==> config.mk <==
export PLATFORM = sky130hd
export DESIGN_NAME = isram_resp
export DESIGN_NICKNAME = d
export VERILOG_FILES = /design/src/rtl/isram_pkg.sv /design/src/rtl/isram_lat_cnt.sv /design/src/rtl/isram_resp.sv
export SDC_FILE = /design/constraint.sdc
export NUM_CORES = 1
export LEC_CHECK = 0
export BUFFER_PORTS_ARGS = -buffer_cell sky130_fd_sc_hd__buf_2
export CORE_ASPECT_RATIO = 0.75
export CORE_MARGIN = 2
export CORE_UTILIZATION = 35
export DETAILED_ROUTE_END_ITERATION = 8
export GPL_TIMING_DRIVEN = 1
export SLEW_MARGIN = 5
export SYNTH_ARGS = -nofsm -noshare
export SYNTH_HDL_FRONTEND = slang
export SYNTH_HIERARCHICAL = 1
export SYNTH_SLANG_ARGS = --single-unit
==> constraint.sdc <==
create_clock -name clk -period 1.8 [get_ports clk]
set_input_delay 0.09 -clock clk [delete_from_list [all_inputs] [get_ports clk]]
set_output_delay 0.09 -clock clk [all_outputs]
set_load 0.01 [all_outputs]
==> src/rtl/isram_pkg.sv <==
`default_nettype none
// ============================================================================
// Module      : isram_pkg
// Description : Shared types and constants for the instruction-side memory
//               responder, and for the data-side responder to follow.
//               Holds the responder state encoding, the error response word,
//               the default fetch window, and the physical memory read
//               function (pmem_read).
// Revision    : 1.0 - initial release
// ============================================================================
package isram_pkg;

    // Responder state encoding.
    typedef enum logic [1:0] {
        IDLE = 2'd0,
        WAIT = 2'd1,
        RESP = 2'd2
    } isram_state_e;

    // Data word returned with an access error.
    localparam logic [31:0] c_err_data = 32'h0000_0000;

    // Default legal fetch window.
    localparam logic [31:0] c_addr_base_default = 32'h8000_0000;
    localparam logic [31:0] c_addr_size_default = 32'h0800_0000;

    // Physical memory image as seen by the responders. The first words hold
    // the boot sequence; every other location returns a fixed scramble of its
    // own address.
    function automatic logic [31:0] pmem_read(input logic [31:0] addr);
        case (addr)
            32'h8000_0000: return 32'h0000_0413;
            32'h8000_0004: return 32'h0010_0073;
            32'h8000_0008: return 32'h0020_0093;
            default:       return addr ^ 32'h1357_9BDF;
        endcase
    endfunction

endpackage
`default_nettype wire

==> src/rtl/isram_lat_cnt.sv <==
`default_nettype none
// ============================================================================
// Module      : isram_lat_cnt
// Description : Loadable down-counter used to time memory response latency.
//               load has priority over en; en decrements and stops at zero.
//               done is high while the count is 1, i.e. during the final
//               cycle of the wait, so the edge that takes the count 1->0 is
//               also the edge on which the owner leaves its wait state.
// Ports       : clk      - clock, rising edge
//               reset    - asynchronous reset, active low
//               load     - load load_val into the counter
//               load_val - value to load
//               en       - decrement (saturates at zero)
//               done     - count equals 1
// Revision    : 1.0 - initial release
// ============================================================================
module isram_lat_cnt #(
    parameter int unsigned WIDTH = 4
) (
    input  logic             clk,
    input  logic             reset,
    input  logic             load,
    input  logic [WIDTH-1:0] load_val,
    input  logic             en,
    output logic             done
);

    localparam logic [WIDTH-1:0] c_one = {{(WIDTH-1){1'b0}}, 1'b1};

    logic [WIDTH-1:0] r_count;

    always_ff @(posedge clk or negedge reset) begin
        if (!reset) begin
            r_count <= '0;
        end else if (load) begin
            r_count <= load_val;
        end else if (en && (r_count != '0)) begin
            r_count <= r_count - c_one;
        end
    end

    assign done = (r_count == c_one);

endmodule
`default_nettype wire

==> src/rtl/isram_resp.sv <==
`default_nettype none
// ============================================================================
// Module      : isram_resp
// Description : Instruction-memory responder. Accepts one fetch request at a
//               time, checks alignment and the legal address window, reads
//               the word through pmem_read, and presents the word (or an
//               error) LATENCY cycles after acceptance. The response is held
//               until the requester takes it.
// Ports       : clk        - clock, rising edge
//               reset      - asynchronous reset, active low
//               req_valid  - fetch request present
//               req_ready  - responder can accept a request this cycle
//               req_addr   - byte address of the instruction
//               resp_valid - response present
//               resp_ready - requester accepts the response
//               resp_data  - fetched word, zero on error
//               resp_err   - misaligned or out-of-window fetch
// Revision    : 1.0 - initial release
// ============================================================================
module isram_resp
    import isram_pkg::*;
#(
    parameter int unsigned LATENCY   = 1,
    parameter logic [31:0] ADDR_BASE = c_addr_base_default,
    parameter logic [31:0] ADDR_SIZE = c_addr_size_default
) (
    input  logic        clk,
    input  logic        reset,
    input  logic        req_valid,
    output logic        req_ready,
    input  logic [31:0] req_addr,
    output logic        resp_valid,
    input  logic        resp_ready,
    output logic [31:0] resp_data,
    output logic        resp_err
);

    if ((LATENCY == 0) || (LATENCY > 15)) begin : g_latency_check
        $error("isram_resp: LATENCY must be in 1..15");
    end

    localparam logic [3:0]  c_lat_load     = 4'(LATENCY - 1);
    localparam bit          c_single_cycle = (LATENCY == 1);
    // 33-bit window bounds so BASE+SIZE reaching 2^32 does not wrap to zero.
    localparam logic [32:0] c_win_lo       = {1'b0, ADDR_BASE};
    localparam logic [32:0] c_win_hi       = {1'b0, ADDR_BASE} + {1'b0, ADDR_SIZE};

    isram_state_e r_state;
    isram_state_e w_next_state;

    logic        r_alive;
    logic        r_resp_err;
    logic [31:0] r_resp_data;
    logic        w_accept;
    logic        w_addr_ok;
    logic        w_cnt_load;
    logic        w_cnt_en;
    logic        w_cnt_done;

    // r_alive keeps req_ready low through reset and for the first cycle after
    // release; an IDLE state alone would advertise ready while still in reset.
    always_ff @(posedge clk or negedge reset) begin
        if (!reset) begin
            r_alive <= 1'b0;
        end else begin
            r_alive <= 1'b1;
        end
    end

    assign req_ready  = (r_state == IDLE) && r_alive;
    assign resp_valid = (r_state == RESP);
    assign resp_data  = r_resp_data;
    assign resp_err   = r_resp_err;
    assign w_accept   = req_valid && req_ready;

    assign w_addr_ok = (req_addr[1:0] == 2'b00)
                    && ({1'b0, req_addr} >= c_win_lo)
                    && ({1'b0, req_addr} <  c_win_hi);

    isram_lat_cnt #(
        .WIDTH(4)
    ) u_lat_cnt (
        .clk      (clk),
        .reset    (reset),
        .load     (w_cnt_load),
        .load_val (c_lat_load),
        .en       (w_cnt_en),
        .done     (w_cnt_done)
    );

    always_ff @(posedge clk or negedge reset) begin
        if (!reset) begin
            r_state <= IDLE;
        end else begin
            r_state <= w_next_state;
        end
    end

    always_comb begin
        w_next_state = r_state;
        w_cnt_load   = 1'b0;
        w_cnt_en     = 1'b0;
        case (r_state)
            IDLE: begin
                if (w_accept) begin
                    if (c_single_cycle) begin
                        w_next_state = RESP;
                    end else begin
                        w_next_state = WAIT;
                        w_cnt_load   = 1'b1;
                    end
                end
            end
            WAIT: begin
                w_cnt_en = 1'b1;
                if (w_cnt_done) begin
                    w_next_state = RESP;
                end
            end
            RESP: begin
                if (resp_ready) begin
                    w_next_state = IDLE;
                end
            end
            default: begin
                w_next_state = IDLE;
            end
        endcase
    end

    // Response registers load only on acceptance, which happens only in
    // IDLE, so they stay stable through WAIT and RESP. Memory is read only
    // for legal addresses.
    always_ff @(posedge clk or negedge reset) begin
        if (!reset) begin
            r_resp_data <= '0;
            r_resp_err  <= 1'b0;
        end else if (w_accept) begin
            if (w_addr_ok) begin
                r_resp_data <= pmem_read(req_addr);
                r_resp_err  <= 1'b0;
            end else begin
                r_resp_data <= c_err_data;
                r_resp_err  <= 1'b1;
            end
        end
    end

endmodule
`default_nettype wire

==> run_results.csv <==
group,metric,value,unit
global_route,grt_max_degree,36,
critical_path,crit_path_end_kind,"flip-flop",
route,wl,3.94,mm
critical_path,r2r-end,"resp_data[16]",
synth,synth-edff-count,0,
synth,postSynth.asyncResetShare,100,%
global_route,grt_pass1_wl,6.09,mm
floorplan,fp.dieW,77.6,um
global_route,antenna_found_initial,0,
sta,relSlewSlack,48.9,%
global_route,grt_remaining_overflow,0,
critical_path,worstPathCellList,"and3b_1 > and4_2 > o31ai_2 > buf_4 > o21ai_1",
critical_path,startpoint,"r_state[1]",
cts,ctsRootBufferMaster,"clkbuf_8",
placed_design,io_buffers,70,
sta,setup_viol,0,
route,post_drt_wl_per_cell,14.5,um
run,drv_cap,0,
synth,yosysSeqAreaShare,61.6,%
synth,yosysUniqueCellTypes,29,
critical_path,worst-r2r-cell-count,5,
pwr,ir_drop,0.000358,V
sta,fin_crit,1460,ps
synth,synth_area,0.00142,mm2
synth,yosys.area.top_type_share,61.6,%
synth,synthSimpleGateAreaFrac,20.6,%
sta,tightest_slew,767,ps
sta,finalHoldViolations,0,
critical_path,worst_r2r_startpoint,"r_state[1]",
synth,synth_ff_type,"dfrtp_1",
synth,synth_fa_ha_area_share,0,%
cts,clockBufferDepth,2,
synth,yosys-top-cells-area,"dfrtp_1 (62%), nand2_1 (7.9%), o21ai_0 (3.9%), a22o_2 (3.5%), o21ai_1 (2.8%)",
sta,rsz0062_at_grt,"false",
sta,fmax,686,MHz
synth,yosys-mux-area-fraction,0,%
final_layout,final_net_count,251,
cts,numCtsBuffers,5,
route,route.detailed.drc,0,
critical_path,critPathArrivalTime,1650,ps
route,firstDrtPassIters,4,
final_layout,area_delta_synth_final,41.4,%
synth,avgSynthCellArea,10.9,um2
critical_path,critPathKind,"reg -> reg",
critical_path,cp.required,1990,ps
floorplan,start_util,35.8,%
cts,clk_latency,280,ps
min_path,worstHoldStart,"req_addr[22]",
critical_path,r2r_slack,340,ps
synth,syn_nets,167,
global_route,grt_usage,17.9,%
outcome,status,"completed",
floorplan,rows,20,
critical_path,start_kind,"flip-flop",
sta,holdWs,10.4,ps
route,via_per_inst,4.82,
final_layout,diodes,0,
route,drt-initial-drc-count,151,
cts,cts_tree,"done",
synth,synthXorXnorAreaFrac,0,%
critical_path,cp_slowest_cell,"dfrtp_1",
sta,finalSetupTns,0,ps
sta,finalMaxSlewViolations,0,
final_layout,layout_common_cells,"buf_2 (70), dfrtp_1 (35), nand2_1 (30)",
synth,ys_warn_count,6,
synth,synth_compound_area_share,15.4,%
min_path,hold_end,"resp_data[22]",
min_path,holdPathStages,2,
floorplan,die_h,59.2,um
pwr,p_per_area,734,mW/mm2
cts,clkSinkCount,35,
route,vias,1306,
floorplan,die_area,0.00460,mm2
synth,synth_top_cell_by_area,"dfrtp_1",
synth,synth_seq_cells,35,
cts,clkTransAtPathRegs,70,ps
cts,h-tree-depth,2,
placed_design,place_congestion,0.806,
final_layout,drive_gt1_share,44.0,%
synth,synth_top_family_by_area,"simple AND/OR/NAND/NOR gates",
floorplan,core,0.00398,mm2
critical_path,worstPathMaxFanout,15,
sta,period_share,80.9,%
pwr,p_leak,1.09,nW
placed_design,dp_hpwl,3.02,mm
final_layout,final_common_cell,"buf_2",
sta,fin_skew,4.75,ps
global_route,grt_pass1_vias,1259,
synth,syn_inst,131,
min_path,hp-class,"in -> reg",
route,ant_nets,0,
floorplan,io_pins,71,
critical_path,max_stage_delay,400,ps
-- kinds of logic (layout without fill, tap and decap cells) --
| kind of cell | count (synthesis) | after routing |
|---|---|---|
| AOI/OAI and AO/OA | 32 | 32 |
| and+or+nand+nor | 55 | 55 |
| other | 1 | 1 |
| buffers and inverters | 8 | 93 |
| DFF | 35 | 35 |
-- critical path: cells and delay by family, from the launching register on --
family | cells | cell delay [ps]
AOI/OAI and AO/OA | 2 | 240
buffers and inverters | 1 | 190
DFF | 1 | 400
and+or+nand+nor | 2 | 540
-- per-stage QoR --
stage	power (mW)	setup WS, ps	cells	utilization, %	instance area [um2]
floorplan	0.852	202	131	-	1420
global placement	0.939	136	257	46.9	1870
detailed placement	0.943	47.1	257	46.9	1870
CTS	1.50	322	270	50.3	2000
global route	1.55	235	271	50.6	2010
finish	1.48	343	271	50.6	2010
-- Yosys cell counts, drive strengths merged (2+ instances only) --
cell type and number:
o31ai 3, nor3 2, dfrtp 35, nor2b 5, inv 3, o21ai 19, nand2 30, clkbuf 3
a22o 5, nand4 3, buf 2, nor4 6, nor2 4, o31a 2
-- cell type report --
class,count,area (um2)
Timing Repair Buffer,82,455
Clock buffer,6,72.6
Sequential cell,35,876
Fill cell,373,1970
Clock inverter,2,12.5
Multi-Input combinational cell,88,515
Inverter,3,11.3
Tap cell,55,68.8
-- report_power, final --
group	internal (mW)	switching [mW]
Combinational	0.0592	0.0779
Sequential	0.794	0.00494
Clock	0.270	0.270
-- per-layer routing --
| layer | track usage [%] | share of wire (%) | routed length (um) |
|---|---|---|---|
| met5 | 0 | 0 | 0 |
| met4 | 7.65 | 0.97 | 38 |
| met3 | 6.71 | 9.1 | 357 |
| met2 | 27.0 | 44 | 1740 |
| met1 | 23.3 | 46 | 1800 |
-- worst max-delay path by stage --
stage / to / slack (ps) / depth (start not counted)
floorplan: resp_data[10] / 200 / 5
CTS: resp_data[16] / 320 / 5
global placement: resp_data[14] / 140 / 6
finish: resp_data[16] / 340 / 5
detailed placement: resp_data[10] / 50 / 5
global route: resp_data[9] / 240 / 5
-- sequential cells by signal, summed over array words and instances, names as in the netlist --
register   count
r_alive        1
resp_data     32
r_state        1
resp_err       1
-- timing repair --
item	4_1_cts	5_1_grt
hold buffers	5	1
endpoints found under the hold margin	39	1
buffers inserted	0	0
gates resized for setup	0	0
Power figures use the tool's default switching activity.
